## config.mk

```make
export PLATFORM = sky130hd
export DESIGN_NAME = pack_metadata_mc_flat
export DESIGN_NICKNAME = d
export VERILOG_FILES = /design/src/rtl/pack_metadata_mc_if.sv /design/src/rtl/pack_metadata_mc.sv /design/src/flat_wrapper.sv
export SDC_FILE = /design/constraint.sdc
export NUM_CORES = 1
export LEC_CHECK = 0
export BUFFER_PORTS_ARGS = -buffer_cell sky130_fd_sc_hd__buf_2
export CELL_PAD_IN_SITES_DETAIL_PLACEMENT = 0
export CELL_PAD_IN_SITES_GLOBAL_PLACEMENT = 2
export CORE_ASPECT_RATIO = 1.2
export CORE_UTILIZATION = 38
export CTS_CLUSTER_DIAMETER = 100
export CTS_CLUSTER_SIZE = 12
export DETAILED_ROUTE_END_ITERATION = 8
export PLACE_DENSITY_LB_ADDON = 0.08
export SLEW_MARGIN = 0
export SYNTH_ARGS = -nofsm -noshare
export SYNTH_HDL_FRONTEND = slang
export SYNTH_SLANG_ARGS = --single-unit
```

## constraint.sdc

```tcl
create_clock -name clock -period 3.9 [get_ports clock]
set_clock_uncertainty 0.05 [all_clocks]
set_input_delay 0.195 -clock clock [delete_from_list [all_inputs] [get_ports clock]]
set_output_delay 0.195 -clock clock [all_outputs]
set_load 0.05 [all_outputs]
```

## src/rtl/pack_metadata_mc_if.sv

```systemverilog
`default_nettype none
// ============================================================================
// Module   : pack_metadata_mc_if
// Brief    : Sample/metadata bus between the formatter, the packer and RX FIFO.
// Revision : 1.0  initial release
// ============================================================================
interface pack_metadata_mc_if #(
    parameter int DATA_WIDTH = 16,
    parameter int META_WIDTH = 448,
    parameter int CHAN_W     = 1
) ();
    logic                  enable;
    logic                  init;
    logic [DATA_WIDTH-1:0] data_in;
    logic                  strobe_in;
    logic [META_WIDTH-1:0] meta_data;
    logic [DATA_WIDTH-1:0] data_out;
    logic                  strobe_out;
    logic [CHAN_W-1:0]     chan_out;
    logic                  meta_active;
    logic                  meta_done;

    modport master (
        output enable, init, data_in, strobe_in, meta_data,
        input  data_out, strobe_out, chan_out, meta_active, meta_done
    );

    modport slave (
        input  enable, init, data_in, strobe_in, meta_data,
        output data_out, strobe_out, chan_out, meta_active, meta_done
    );
endinterface
`default_nettype wire

```

## src/rtl/pack_metadata_mc.sv

```systemverilog
`default_nettype none
// ============================================================================
// Module   : pack_metadata_mc
// Brief    : Spreads a per-frame metadata word into the spare high bits of a
//            channel-interleaved sample stream, then fills with zero/sign.
// Revision : 1.0  initial release
// ============================================================================
module pack_metadata_mc #(
    parameter int DATA_WIDTH    = 16,
    parameter int DATA_USED     = 12,
    parameter int META_WIDTH    = 448,
    parameter int NCHAN         = 2,
    parameter int META_ALL_CHAN = 1,
    parameter int FILL_MODE     = 0
) (
    input  logic               clock,
    input  logic               reset,
    pack_metadata_mc_if.slave  bus
);
    localparam int C_PACK_W = DATA_WIDTH - DATA_USED;
    localparam int C_NSLOTS = (META_WIDTH + C_PACK_W - 1) / C_PACK_W;
    localparam int C_HOLD_W = C_NSLOTS * C_PACK_W;
    localparam int C_SLOT_W = $clog2(C_NSLOTS + 1);
    localparam int C_CHAN_W = (NCHAN > 1) ? $clog2(NCHAN) : 1;

    localparam logic [C_SLOT_W-1:0] C_LAST_SLOT = C_SLOT_W'(C_NSLOTS - 1);
    localparam logic [C_CHAN_W-1:0] C_LAST_CHAN = C_CHAN_W'(NCHAN - 1);

    logic [C_HOLD_W-1:0]   r_hold;
    logic [C_SLOT_W-1:0]   r_slot;
    logic [C_CHAN_W-1:0]   r_chan;
    logic                  r_active;
    logic [DATA_WIDTH-1:0] r_data_out;
    logic                  r_strobe_out;
    logic [C_CHAN_W-1:0]   r_chan_out;
    logic                  r_meta_done;

    logic [C_HOLD_W-1:0]   w_hold;
    logic [C_SLOT_W-1:0]   w_slot;
    logic [C_CHAN_W-1:0]   w_chan;
    logic [C_CHAN_W-1:0]   w_chan_next;
    logic                  w_active;
    logic                  w_accept;
    logic                  w_eligible;
    logic                  w_last;
    logic [C_PACK_W-1:0]   w_fill;
    logic [C_PACK_W-1:0]   w_spare;
    logic                  w_unused_hi;

    assign w_unused_hi = ^bus.data_in[DATA_WIDTH-1:DATA_USED];

    generate
        if (FILL_MODE != 0) begin : g_fill_sign
            assign w_fill = {C_PACK_W{bus.data_in[DATA_USED-1]}};
        end else begin : g_fill_zero
            assign w_fill = '0;
        end
    endgenerate

    // A same-cycle init takes effect before the sample is classified, so the
    // sample riding with init becomes channel 0 / slot 0 of the new frame.
    always_comb begin
        w_accept    = bus.enable & bus.strobe_in;
        w_hold      = bus.init ? C_HOLD_W'(bus.meta_data) : r_hold;
        w_slot      = bus.init ? '0 : r_slot;
        w_chan      = bus.init ? '0 : r_chan;
        w_active    = bus.init | r_active;
        w_eligible  = w_accept & w_active & ((META_ALL_CHAN != 0) || (w_chan == '0));
        w_last      = w_eligible & (w_slot == C_LAST_SLOT);
        w_chan_next = (w_chan == C_LAST_CHAN) ? '0 : w_chan + C_CHAN_W'(1);
        w_spare     = w_eligible ? w_hold[C_PACK_W-1:0] : w_fill;
    end

    always_ff @(posedge clock) begin
        if (reset) begin
            r_hold       <= '0;
            r_slot       <= '0;
            r_chan       <= '0;
            r_active     <= 1'b0;
            r_data_out   <= '0;
            r_strobe_out <= 1'b0;
            r_chan_out   <= '0;
            r_meta_done  <= 1'b0;
        end else begin
            r_hold       <= w_eligible ? (w_hold >> C_PACK_W) : w_hold;
            r_slot       <= w_eligible ? (w_slot + C_SLOT_W'(1)) : w_slot;
            r_active     <= w_active & ~w_last;
            r_chan       <= w_accept ? w_chan_next : w_chan;
            r_strobe_out <= w_accept;
            r_meta_done  <= w_last;
            if (w_accept) begin
                r_data_out <= {w_spare, bus.data_in[DATA_USED-1:0]};
                r_chan_out <= w_chan;
            end
        end
    end

    assign bus.data_out    = r_data_out;
    assign bus.strobe_out  = r_strobe_out;
    assign bus.chan_out    = r_chan_out;
    assign bus.meta_active = r_active;
    assign bus.meta_done   = r_meta_done;
endmodule
`default_nettype wire

```

## src/flat_wrapper.sv

```systemverilog
// flat-port wrapper written by rule: the top's interface ports become plain ports
module pack_metadata_mc_flat 
#(
    parameter int DATA_WIDTH    = 16,
    parameter int DATA_USED     = 12,
    parameter int META_WIDTH    = 448,
    parameter int NCHAN         = 2,
    parameter int META_ALL_CHAN = 1,
    parameter int FILL_MODE     = 0
)
  (clock, reset, bus_enable, bus_init, bus_data_in, bus_strobe_in, bus_meta_data, bus_data_out, bus_strobe_out, bus_chan_out, bus_meta_active, bus_meta_done);
  pack_metadata_mc_if #(.DATA_WIDTH(DATA_WIDTH), .META_WIDTH(META_WIDTH)) bus_i ();
  input  logic clock;
  input  logic reset;
  input wire logic [$bits(bus_i.enable)-1:0] bus_enable;
  input wire logic [$bits(bus_i.init)-1:0] bus_init;
  input wire logic [$bits(bus_i.data_in)-1:0] bus_data_in;
  input wire logic [$bits(bus_i.strobe_in)-1:0] bus_strobe_in;
  input wire logic [$bits(bus_i.meta_data)-1:0] bus_meta_data;
  output wire logic [$bits(bus_i.data_out)-1:0] bus_data_out;
  output wire logic [$bits(bus_i.strobe_out)-1:0] bus_strobe_out;
  output wire logic [$bits(bus_i.chan_out)-1:0] bus_chan_out;
  output wire logic [$bits(bus_i.meta_active)-1:0] bus_meta_active;
  output wire logic [$bits(bus_i.meta_done)-1:0] bus_meta_done;
  assign bus_i.enable = bus_enable;
  assign bus_i.init = bus_init;
  assign bus_i.data_in = bus_data_in;
  assign bus_i.strobe_in = bus_strobe_in;
  assign bus_i.meta_data = bus_meta_data;
  assign bus_data_out = bus_i.data_out;
  assign bus_strobe_out = bus_i.strobe_out;
  assign bus_chan_out = bus_i.chan_out;
  assign bus_meta_active = bus_i.meta_active;
  assign bus_meta_done = bus_i.meta_done;
  pack_metadata_mc #(.DATA_WIDTH(DATA_WIDTH), .DATA_USED(DATA_USED), .META_WIDTH(META_WIDTH), .NCHAN(NCHAN), .META_ALL_CHAN(META_ALL_CHAN), .FILL_MODE(FILL_MODE)) u_core (.clock(clock), .reset(reset), .bus(bus_i));
endmodule
```

==> results.json <==
{
  "cts_resized": 0,
  "clock_latency_ns": 0.57,
  "multi_input_area_mm2": 0.0124,
  "cts_root_buf": "clkbuf_16",
  "final_layout_size_suffix_gt1_share_pct": 29.7,
  "dp_worst_setup_slack_ns": 1.39,
  "grtUsageMet1_pct": 27.7,
  "critPathTopFamily": "buffers and inverters",
  "busiest_layer": "met2",
  "ys_async_sr_fraction_pct": 0,
  "cpPeakStageDelay_ns": 0.57,
  "area.growth.synth_to_final_pct": 40.2,
  "avgViaCountPerCell": 5.29,
  "p_int_mw": 8.68,
  "critPathArrivalTime_ns": 3.16,
  "yosysSeqAreaShare_pct": 40.7,
  "swShare_pct": 26.6,
  "yosysTopAreaCell": "dfxtp_1",
  "dp.final_hpwl_mm": 43.0,
  "synth.top_cells.by_area": "dfxtp_1, a211oi_1, a211oi_2, mux2i_1, nor2b_1",
  "coreArea_mm2": 0.0608,
  "post-route-period-util_pct": 69.4,
  "relSlewSlack_pct": 35.3,
  "crit_slowest_cell": "buf_12",
  "synth_area_mm2": 0.0234,
  "post-route-drc-count": 0,
  "numPortBuffers": 484,
  "cp_cell_sequence": "o211a_4, buf_12, a211oi_2, a211oi_2, dlygate4sd3_1",
  "worst_slack_ns": 1.20,
  "clk_pin_slew_worst_paths_ns": 0.06,
  "synth_top_flop_cell": "dfxtp_1",
  "final_nets": 3507,
  "worst_pin_slew_ns": 0.971,
  "grt_util_met3_pct": 3.98,
  "cts_max_path_buffers": 3,
  "netlist.area_leader.share_pct": 40.7,
  "std_cell_rows": 99,
  "syn_nets": 2630,
  "floorplan.initialDensity_pct": 38.5,
  "fin_tns_setup_ns": 0,
  "hp-class": "in2reg",
  "synth-edff-count": 0,
  "die_w_um": 229,
  "fin_crit_ns": 2.70,
  "p_leak_nw": 12.6,
  "use_met2_pct": 36.7,
  "ios": 489,
  "synthDistinctLibCells": 29,
  "via_count": 20469,
  "worst-setup-path-type": "reg2reg",
  "finalHoldViolCount": 0,
  "powerDensity_mw_per_mm2": 360,
  "grt_max_degree": 183,
  "die-area_mm2": 0.0626,
  "grtUsageTotal_pct": 21.5,
  "h-tree-depth": 2,
  "cp_num_buf_inv": 2,
  "cts.sinks": 476,
  "antenna_found_initial": 19,
  "p_comb_share_pct": 20.6,
  "critical_path_required_ns": 4.36,
  "ir_drop_mv": 0.283,
  "grt_pass1_vias": 20713,
  "clock.fmax_ghz": 0.370,
  "drv_cap": 0,
  "min_path_cells": 3,
  "critical_path.endpoint_type": "flip-flop",
  "fillers": 5630,
  "post-synth-top-count-cell": "a211oi_1",
  "cts_tree": "done",
  "reg2reg_depth": 5,
  "grt-ovfl-total": 0,
  "register_area_mm2": 0.00953,
  "yosys_warnings": 0,
  "pwr-share-seq_pct": 45.1,
  "first_pass_iters": 5,
  "ys_top_cells_by_count": "a211oi_1, dfxtp_1, a211oi_2",
  "drt_wl_total_mm": 69.6,
  "power.switching_mw": 3.15,
  "drt-initial-drc-count": 956,
  "ant_nets": 0,
  "grt_pass1_wl_mm": 111,
  "wire_per_inst_um": 18.0,
  "startpoint_type": "flip-flop",
  "place_congestion": 0.769,
  "synth.avg_cell_area_um2": 10.8,
  "cpMostUsedCell": "a211oi_2",
  "status": "finished, final reports clean",
  "rsz0062_at_grt": "false",
  "critPathMaxFanout": 99,
  "fp.dieH_um": 274,
  "critical_path_depth": 5,
  "cts-buffers-inserted": 45,
  "synth_cells": 2161,
  "clkPwrFrac_pct": 34.4,
  "finalMaxSlewViolations": 0,
  "finalSetupViolCount": 0,
  "synth-seq-cells": 476
}
==> state kept, by name (all words and copies together) (netlist names) <==
name and count:
u_core.r_hold 448, u_core.bus.data_out 16, u_core.r_slot 7, u_core.bus.chan_out 1, u_core.bus.meta_active 1, u_core.bus.meta_done 1
u_core.bus.strobe_out 1, u_core.r_chan 1
==> layout by cell type (no fill, tap or decap) <==
cell type	count
clkbuf_16	47
dlygate4sd3_1	569
nor3_1	7
buf_12	18
nand2_1	29
o211ai_4	1
xnor2_1	2
mux2i_1	226
bufinv_16	1
a211oi_1	549
nor4_1	1
dfxtp_1	476
nor2b_1	218
a211oi_2	327
a22oi_1	4
or3_1	5
nand4bb_1	1
and2_1	1
buf_4	14
o21ai_0	4
nor2_1	22
or2_2	1
diode_2	18
inv_6	1
or4_1	1
mux2_2	8
nand4_2	1
o31ai_1	1
nand3_1	1
buf_2	482
inv_1	2
a21oi_1	17
o211a_4	1
buf_8	2
==> power groups by stage <==
stage | sequential (mW) | combinational (mW) | clock, mW
2_1_floorplan | 5.44 | 1.37 | 0
3_3_place_gp | 5.43 | 1.85 | 0
3_5_place_dp | 5.44 | 1.89 | 0
4_1_cts | 5.33 | 2.43 | 4.22
5_1_grt | 5.36 | 2.65 | 4.39
6_report | 5.33 | 2.43 | 4.07
==> worst min-delay path: cells and delay by family <==
kind	cells	cell delay, ns
buf+inv	1	0.08
compound gates	1	0.22
mux	1	0.11
==> per-stage QoR <==
stage,hold slack (ns),instance area (um2),util (%),power (mW),std cells
3_5_place_dp,0.391,25900,42.6,7.33,3230
4_1_cts,0.000343,32800,53.9,12.0,3848
6_report,0.0224,32900,54.0,11.8,3866
5_1_grt,0.0219,32800,54.0,12.4,3858
2_1_floorplan,0.281,23400,-,6.81,2161
3_3_place_gp,0.391,25900,42.6,7.29,3230
==> what timing repair did <==
action                    4_1_cts  5_1_grt
hold endpoints to repair      462        0
setup buffers                   0        0
hold buffers                  569        0
==> final timing paths <==
check,startpoint,endpoint,slack [ns]
max,u_core.bus.meta_active,u_core.r_hold[160],1.20
min,bus_meta_data[284],u_core.r_hold[280],0.02
min reg2reg,u_core.bus.data_out[4],u_core.bus.data_out[4],0.40
max reg2reg,u_core.bus.meta_active,u_core.r_hold[160],1.20
==> cell families (layout without fill, tap and decap cells) <==
group | Yosys count | after routing | share of synthesized area (%)
AND/OR/NAND/NOR | 288 | 288 | 7.16
other | 0 | 18 | 0
multiplexers | 234 | 234 | 10.0
XOR/XNOR | 2 | 2 | 0.0748
flip-flops | 476 | 476 | 40.7
AO/OA/AOI/OAI | 904 | 904 | 35.8
buffers and inverters | 257 | 1136 | 6.29
==> area by class of cell <==
class	count	area share, %
clock buffer	47	3.58
clock inverter	2	0.118
multi-input combinational	1428	37.9
sequential	476	29.0
antenna	18	0.137
timing repair buffer	1085	26.2
inverter	2	0.0229
tap	808	3.08
==> layer usage <==
layer	vias up	share of wire (%)
li1	10190	-
met1	9798	45
met2	366	48
met3	101	4.3
met4	14	2.0
met5	-	0.13
Power figures use the tool's default switching activity.
